$ cat src/rtl/shift_reg_chain.sv
`default_nettype none
// +--------------------------------------------------------------------------+
// | Module   : shift_reg_chain                                               |
// | Purpose  : Drives a daisy-chain of NUM_REGS 74hc595 shift registers.     |
// |            It serialises an 8*NUM_REGS-bit word onto o_SER_OUT. Each bit |
// |            gets a programmable SRCLK period. A single o_RCLK pulse then  |
// |            latches all devices together.                                 |
// | Ports    : i_clk       system clock (rising edge)                        |
// |            i_rst_n     synchronous reset, active-low                     |
// |            i_Data      parallel word, sampled on the accepting edge      |
// |            i_Enable    start request, level-sampled                      |
// |            o_Ready     idle / request will be accepted                   |
// |            o_Done      one-cycle pulse at the end of a transfer          |
// |            o_SRCLK     shift clock to the chain                          |
// |            o_RCLK      storage clock to the chain                        |
// |            o_SER_OUT   serial data to SER of the first device            |
// | Option   : SHIFT_REG_CHAIN_READBACK_EN adds these ports:                 |
// |              i_SER_IN (QH' of the last device)                           |
// |              o_ReadData (previous chain contents)                        |
// | Revision : 1.0 - initial release                                         |
// +--------------------------------------------------------------------------+
module shift_reg_chain #(
    parameter int NUM_REGS  = 1,
    parameter int DURATION  = 2,
    parameter bit MSB_FIRST = 1'b1
) (
    input  logic                  i_clk,
    input  logic                  i_rst_n,
`ifdef SHIFT_REG_CHAIN_READBACK_EN
    input  logic                  i_SER_IN,
    output logic [8*NUM_REGS-1:0] o_ReadData,
`endif
    input  logic [8*NUM_REGS-1:0] i_Data,
    input  logic                  i_Enable,
    output logic                  o_Ready,
    output logic                  o_Done,
    output logic                  o_SRCLK,
    output logic                  o_RCLK,
    output logic                  o_SER_OUT
);

    localparam int c_WIDTH    = 8 * NUM_REGS;
    localparam int c_PH_WIDTH = (DURATION > 1) ? $clog2(DURATION) : 1;
    localparam int c_BIT_WIDTH = $clog2(c_WIDTH);

    localparam logic [c_PH_WIDTH-1:0]  c_PH_LAST  = c_PH_WIDTH'(DURATION - 1);
    localparam logic [c_BIT_WIDTH-1:0] c_BIT_LAST = c_BIT_WIDTH'(c_WIDTH - 1);

    localparam logic [2:0] c_ST_IDLE    = 3'd0;
    localparam logic [2:0] c_ST_SETUP   = 3'd1;
    localparam logic [2:0] c_ST_SCLK_HI = 3'd2;
    localparam logic [2:0] c_ST_GAP     = 3'd3;
    localparam logic [2:0] c_ST_LATCH   = 3'd4;
    localparam logic [2:0] c_ST_DONE    = 3'd5;

    logic [2:0]               r_state,  w_state_nxt;
    logic [c_PH_WIDTH-1:0]    r_phase,  w_phase_nxt;
    logic [c_BIT_WIDTH-1:0]   r_bit,    w_bit_nxt;
    logic [c_WIDTH-1:0]       r_shift,  w_shift_nxt;
    logic                     r_ready,  w_ready_nxt;
    logic                     r_done,   w_done_nxt;
    logic                     r_srclk,  w_srclk_nxt;
    logic                     r_rclk,   w_rclk_nxt;
    logic                     r_ser,    w_ser_nxt;
    logic                     w_phase_end;
    logic [c_WIDTH-1:0]       w_shifted;
`ifdef SHIFT_REG_CHAIN_READBACK_EN
    logic [c_WIDTH-1:0]       r_rx,        w_rx_nxt;
    logic [c_WIDTH-1:0]       r_read_data, w_read_data_nxt;
`endif

    // The bit about to be transmitted always sits at the end of the word
    // that leaves first, so shifting the opposite way exposes the next one.
    function automatic logic first_bit(input logic [c_WIDTH-1:0] x);
        return MSB_FIRST ? x[c_WIDTH-1] : x[0];
    endfunction

    assign w_phase_end = (r_phase == c_PH_LAST);
    assign w_shifted   = MSB_FIRST ? {r_shift[c_WIDTH-2:0], 1'b0}
                                   : {1'b0, r_shift[c_WIDTH-1:1]};

    always_comb begin
        w_state_nxt = r_state;
        w_phase_nxt = r_phase;
        w_bit_nxt   = r_bit;
        w_shift_nxt = r_shift;
        w_ready_nxt = r_ready;
        w_done_nxt  = 1'b0;
        w_srclk_nxt = r_srclk;
        w_rclk_nxt  = r_rclk;
        w_ser_nxt   = r_ser;
`ifdef SHIFT_REG_CHAIN_READBACK_EN
        w_rx_nxt        = r_rx;
        w_read_data_nxt = r_read_data;
`endif
        case (r_state)
            c_ST_IDLE: begin
                if (i_Enable) begin
                    w_shift_nxt = i_Data;
                    w_ser_nxt   = first_bit(i_Data);
                    w_bit_nxt   = '0;
                    w_phase_nxt = '0;
                    w_ready_nxt = 1'b0;
                    w_state_nxt = c_ST_SETUP;
                end
            end
            c_ST_SETUP: begin
                if (w_phase_end) begin
                    w_phase_nxt = '0;
                    w_srclk_nxt = 1'b1;
                    w_state_nxt = c_ST_SCLK_HI;
`ifdef SHIFT_REG_CHAIN_READBACK_EN
                    // SRCLK rises after this edge. QH' of the last device
                    // still shows the bit that is about to be pushed out.
                    w_rx_nxt = MSB_FIRST ? {r_rx[c_WIDTH-2:0], i_SER_IN}
                                         : {i_SER_IN, r_rx[c_WIDTH-1:1]};
`endif
                end else begin
                    w_phase_nxt = r_phase + 1'b1;
                end
            end
            c_ST_SCLK_HI: begin
                if (w_phase_end) begin
                    w_phase_nxt = '0;
                    w_srclk_nxt = 1'b0;
                    w_shift_nxt = w_shifted;
                    if (r_bit == c_BIT_LAST) begin
                        w_ser_nxt   = 1'b0;
                        w_state_nxt = c_ST_GAP;
                    end else begin
                        w_bit_nxt   = r_bit + 1'b1;
                        w_ser_nxt   = first_bit(w_shifted);
                        w_state_nxt = c_ST_SETUP;
                    end
                end else begin
                    w_phase_nxt = r_phase + 1'b1;
                end
            end
            c_ST_GAP: begin
                if (w_phase_end) begin
                    w_phase_nxt = '0;
                    w_rclk_nxt  = 1'b1;
                    w_state_nxt = c_ST_LATCH;
                end else begin
                    w_phase_nxt = r_phase + 1'b1;
                end
            end
            c_ST_LATCH: begin
                if (w_phase_end) begin
                    w_phase_nxt = '0;
                    w_rclk_nxt  = 1'b0;
                    w_state_nxt = c_ST_DONE;
                end else begin
                    w_phase_nxt = r_phase + 1'b1;
                end
            end
            c_ST_DONE: begin
                // Ready and Done appear together. The FSM sits in IDLE while
                // they are visible, so a held Enable restarts on the next edge.
                w_ready_nxt = 1'b1;
                w_done_nxt  = 1'b1;
                w_state_nxt = c_ST_IDLE;
`ifdef SHIFT_REG_CHAIN_READBACK_EN
                w_read_data_nxt = r_rx;
`endif
            end
            default: begin
                w_state_nxt = c_ST_IDLE;
                w_ready_nxt = 1'b1;
                w_srclk_nxt = 1'b0;
                w_rclk_nxt  = 1'b0;
                w_ser_nxt   = 1'b0;
            end
        endcase
    end

    always_ff @(posedge i_clk) begin
        if (!i_rst_n) begin
            r_state <= c_ST_IDLE;
            r_phase <= '0;
            r_bit   <= '0;
            r_shift <= '0;
            r_ready <= 1'b1;
            r_done  <= 1'b0;
            r_srclk <= 1'b0;
            r_rclk  <= 1'b0;
            r_ser   <= 1'b0;
`ifdef SHIFT_REG_CHAIN_READBACK_EN
            r_rx        <= '0;
            r_read_data <= '0;
`endif
        end else begin
            r_state <= w_state_nxt;
            r_phase <= w_phase_nxt;
            r_bit   <= w_bit_nxt;
            r_shift <= w_shift_nxt;
            r_ready <= w_ready_nxt;
            r_done  <= w_done_nxt;
            r_srclk <= w_srclk_nxt;
            r_rclk  <= w_rclk_nxt;
            r_ser   <= w_ser_nxt;
`ifdef SHIFT_REG_CHAIN_READBACK_EN
            r_rx        <= w_rx_nxt;
            r_read_data <= w_read_data_nxt;
`endif
        end
    end

    assign o_Ready   = r_ready;
    assign o_Done    = r_done;
    assign o_SRCLK   = r_srclk;
    assign o_RCLK    = r_rclk;
    assign o_SER_OUT = r_ser;
`ifdef SHIFT_REG_CHAIN_READBACK_EN
    assign o_ReadData = r_read_data;
`endif

endmodule
`default_nettype wire

$ cat config.mk
export PLATFORM = sky130hd
export DESIGN_NAME = shift_reg_chain
export DESIGN_NICKNAME = d
export VERILOG_FILES = /design/src/rtl/shift_reg_chain.sv
export SDC_FILE = /design/constraint.sdc
export NUM_CORES = 1
export LEC_CHECK = 0
export ABC_CLOCK_PERIOD_IN_PS = 2800
export BUFFER_PORTS_ARGS = -buffer_cell sky130_fd_sc_hd__buf_4
export CORE_MARGIN = 1.5
export CORE_UTILIZATION = 57
export CTS_CLUSTER_DIAMETER = 120
export DETAILED_ROUTE_END_ITERATION = 6
export PLACE_DENSITY = 0.81
export SLEW_MARGIN = 5
export SYNTH_ARGS = -nofsm -noshare
export SYNTH_HDL_FRONTEND = slang
export SYNTH_SLANG_ARGS = --single-unit
$ cat constraint.sdc
create_clock -name i_clk -period 2.8 [get_ports i_clk]
set_clock_uncertainty 0.1 [all_clocks]
set_input_delay 0.56 -clock i_clk [delete_from_list [all_inputs] [get_ports i_clk]]
set_output_delay 0.56 -clock i_clk [all_outputs]
set_load 0.05 [all_outputs]
[After elaboration in Yosys (flattened, before gate mapping)]
Cells that the tools add are included.
Storage, ports and cells
  word-level logic and storage cells: 69
  register bits after elaboration: 19
Cells by class
  equality and inequality tests: 12
  bitwise operators: 4
  muxes and demuxes: 27
  add/sub/neg operators: 2
  reduce and logical (&&, ||, !) cells: 15
Operator list (count)
  two-way mux 3 bit: 8
  OR reduction 4 bit: 4
  one-hot mux 3 bit (5 select lines): 1
  two-way mux 7 bit: 2
  one-hot mux 7 bit (2 select lines): 1
  inequality test 2 bit (second input constant): 6
  AND reduction 3 bit: 4
  equality test 3 bit (second input constant): 3
  one-hot mux 1 bit (3 select lines): 3
  two-way mux 1 bit: 8
  equality test 3 x 2 -> 1 bit (second input constant): 2
  one-hot mux 3 bit (2 select lines): 1
  AND reduction 5 bit: 1
  NOT 1 bit: 4
  one-hot mux 1 bit (2 select lines): 2
  AND reduction 2 bit: 2
  AND reduction 4 bit: 1
  nonzero test 2 bit: 2
  adder 3 x 1 -> 3 bit (second input constant): 1
  equality test 3 x 1 -> 1 bit (second input constant): 1
  logical NOT 3 bit: 1
  two-way mux 2 bit: 1
  adder 1 bit (second input constant): 1

[Longest topological paths before layout]
  depth after elaboration: 4
  depth in mapped cells: 5

[Least setup slack after synthesis]
Ideal clock, no wire load.
  kind: reg2reg
  start: register r_bit[0]
  end: register r_bit[0]
  cell stages (with the launch flop): 6
  setup time: 0.074 ns
  setup slack: 1.270 ns
  clock period less this slack: 1.530 ns
  data required time: 2.626 ns
  path buffers: 0
  arrival time: 1.356 ns
  path through: dfxtp_1 ha_1 ha_1 nand3b_2 or3_1 a31oi_1
Between the ends
  word-level cells in the longest chain between the ends: 4
  elaborated cells on any way between the ends: 7
RTL lines
  start, declared: line 58  | logic [c_BIT_WIDTH-1:0] r_bit, w_bit_nxt;
  start signal, assigned: line 195  | r_bit <= w_bit_nxt;
  adder 3 x 1 -> 3 bit: line 131  | w_bit_nxt = r_bit + 1'b1;
  two-way mux 3 bit: line 127  | if (r_bit == c_BIT_LAST) begin
  two-way mux 3 bit: line 123  | if (w_phase_end) begin
  one-hot mux 3 bit (2 select lines): line 96  | case (r_state)
Several ways; a longest one is shown, not always the timed one. The select of a mux whose other input is x is not followed.
A chain may end at the register's enable or synchronous reset.

[Worst setup path after layout]
  start: register r_state[1]
  end: register r_shift[1]
Between the ends
  word-level cells in the longest chain between the ends: 3
  elaborated cells on any way between the ends: 7
RTL lines
  start, declared: line 56  | logic [2:0] r_state, w_state_nxt;
  start signal, assigned: line 179  | r_state <= c_ST_IDLE;
  start signal, assigned: line 193  | r_state <= w_state_nxt;
  equality test 3 x 2 -> 1 bit or logical NOT 3 bit (tied branches): line 96
  inequality test 2 bit (no source line) or nonzero test 2 bit (tied branches)
  AND reduction 3 bit (no source line)
  end signal, assigned: line 196  | r_shift <= w_shift_nxt;
  end, declared: line 59  | logic [c_WIDTH-1:0] r_shift, w_shift_nxt;
Several ways; a longest one is shown, not always the timed one.

==> reports/metrics.yaml <==
worst_setup_path:
  rrSetupSlack_ns: 0.92
  critPathMaxStageDelay_ns: 0.81
  crit_slowest_cell: "dfxtp_1"
  crit_required_ns: 2.90
  arrival_ns: 1.98
  cp-end-kind: "flop"
  critPathKind: "flop to flop"
  critical_path.max_fanout: 22
  path_delay_family: "flip-flops"
  cp-start-kind: "flop"
  crit_chain: "mux2i_1, nor2_2, o221a_1"
  critPathBufInv: 0
pwr:
  p_per_area_nw_per_um2: 592
  ir_drop_uv: 435
  leakage_uw: 0.000428
clock_tree:
  clock-sinks: 19
  htreeDepth: 1
  clockRootBuffer: "clkbuf_4"
  clk_pin_slew_worst_paths_ns: 0.11
  post_cts_buffers: 0
  ctsHoldBuffers: 0
  cts_tree: "yes"
  cts_resized: 0
  clk_latency_ns: 0.30
  clockBufferDepth: 2
  cts_inserted_buffers: 3
route:
  drc_errors: 0
  drt_wl_total_um: 1950
  drt_first_pass_iters: 4
  drtIter0Drc: 16
  route.detailed.vias_per_inst: 6.18
  vias: 822
  antenna_left: 0
  routedWlPerCell_um: 14.7
global_routing:
  grt_pass1_vias: 734
  grt_pass1_wl_um: 3270
  grt_use_total_pct: 22.9
  grt.overflow.total: 0
  antenna_found_initial: 0
  grt_max_degree: 23
finish:
  diodes: 0
  final_cell_mix: "19 x dfxtp_1, 15 x buf_4, 7 x nand2_1"
  fin_cells: 133
  drive_gt1_share_pct: 19.7
  syn2layout_area_growth_pct: 12.5
  nNetsFinal: 131
  mostFrequentLayoutCell: "dfxtp_1"
timing:
  tns_ns: 0
  final.min_clock_period_ns: 1.88
  slew_headroom_pct: 51.2
  finalCritPeriodShare_pct: 67.0
  maxSlewViolCount: 0
  max_slew.worst_pin.slew_ns: 0.730
  max_freq_mhz: 533
  rsz0062_at_grt: "false"
  setup_violations: 0
  hold_viol_final: 0
synth:
  synth_area_um2: 951
  async_reset_ff_share_pct: 0
  synth_edf_count: 0
  synth_fp_nets: 119
  synth_area_leader_cell: "dfxtp_1"
  yosys_warnings: 0
  yosys_most_used_dff: "dfxtp_1"
  yosys.area.top_type_share_pct: 40.0
  synth_cells: 106
  synthTopCellsByArea: "dfxtp_1 40%, o221a_1 7.1%, o32a_1 5.3%, nand2_1 2.8%, a21oi_1 2.6%"
  yosysSeqAreaShare_pct: 40.0
  ys_seq_elements: 19
  syn_area_per_cell_um2: 8.97
  synth.distinct_cells: 40
floorplanning:
  dieArea_um2: 1920
  core_area_um2: 1540
  ios: 16
  row_count: 14
  die_x_um: 43.8
  start_util_pct: 61.7
  dieHeight_um: 43.8
status:
  status: "finished clean"
placed_design:
  port_buffers: 15
  place_congestion: 0.814
  place_inst: 129
  dp_hpwl_um: 1350
flow_run:
  drv_cap: 0
worst_hold_path:
  hp-class: "flop to flop"
cell type report:
type / instances / area (um^2)
inverters: 8 / 30.0
clock inverters: 1 / 5.00
fillers: 127 / 472
clock buffers: 3 / 22.5
flip-flops and latches: 19 / 380
well taps: 16 / 20.0
repair buffers: 15 / 113
multi-input cells: 71 / 499
Yosys cell counts (all sizes together), types with 2 or more instances:
library cell and number:
a211oi 2, a21oi 5, a31oi 2, buf 5, clkbuf 3, dfxtp 19, ha 2, inv 8
nand2 7, nand2b 3, nand3 3, nand3b 3, nor2 6, nor2b 2, o21a 3, o21ai 3
o221a 6, o22ai 2, o32a 5, or2 2, or3 2
registers in the layout (all words and copies together) (netlist names):
register   cells
o_Done         1
o_RCLK         1
o_Ready        1
o_SER_OUT      1
o_SRCLK        1
r_bit          3
r_phase        1
r_shift        7
r_state        3
final timing paths:
| check | startpoint | end | cells after the start |
|---|---|---|---|
| worst max-delay path | r_state[1] | r_shift[1] | 3 |
| worst min-delay path | r_bit[1] | r_bit[1] | 2 |
| worst max register to register | r_state[1] | r_shift[1] | 3 |
| worst min register to register | r_bit[1] | r_bit[1] | 2 |
through the flow:
stage               hold WS, ns  util, %  setup slack (ns)  area (um^2)  total power (uW)
floorplan                 0.350        -              1.27          951               460
global placement          0.361     67.6              1.03         1040               496
detailed placement        0.365     67.6             0.944         1040               500
CTS                       0.382     69.4             0.944         1070               639
global route              0.403     69.4             0.800         1070               674
finish                    0.378     69.4             0.923         1070               633
power by group:
part	total (uW)	switching, uW	internal [uW]	leakage (uW)
Clock	138	84.3	53.2	0.0000177
Combinational	160	90.3	69.5	0.000254
Sequential	336	37.6	298	0.000156
worst register-to-register path, cell delays in order, from the launching register on:
cell and delay [ns]:
dfxtp_1 0.81, mux2i_1 0.48, nor2_2 0.14, o221a_1 0.27
kinds of logic after synthesis:
family / count (synthesis) / share of synthesized area [%]
compound gates: 36 / 30.4
simple gates: 32 / 18.4
flops: 19 / 40.0
buf+inv: 16 / 7.50
fa+ha+maj: 2 / 2.63
mux: 1 / 1.05
layer usage:
layer,share of wire [%],wire (um),vias to the layer above,GRT usage (%)
met5,0,0,-,0
met4,0.56,11,0,10.9
met3,3.6,71,2,5.42
met2,47,915,11,30.9
met1,49,950,388,33.9
li1,-,-,421,-
Note: power is estimated with default switching activity, not from simulation.
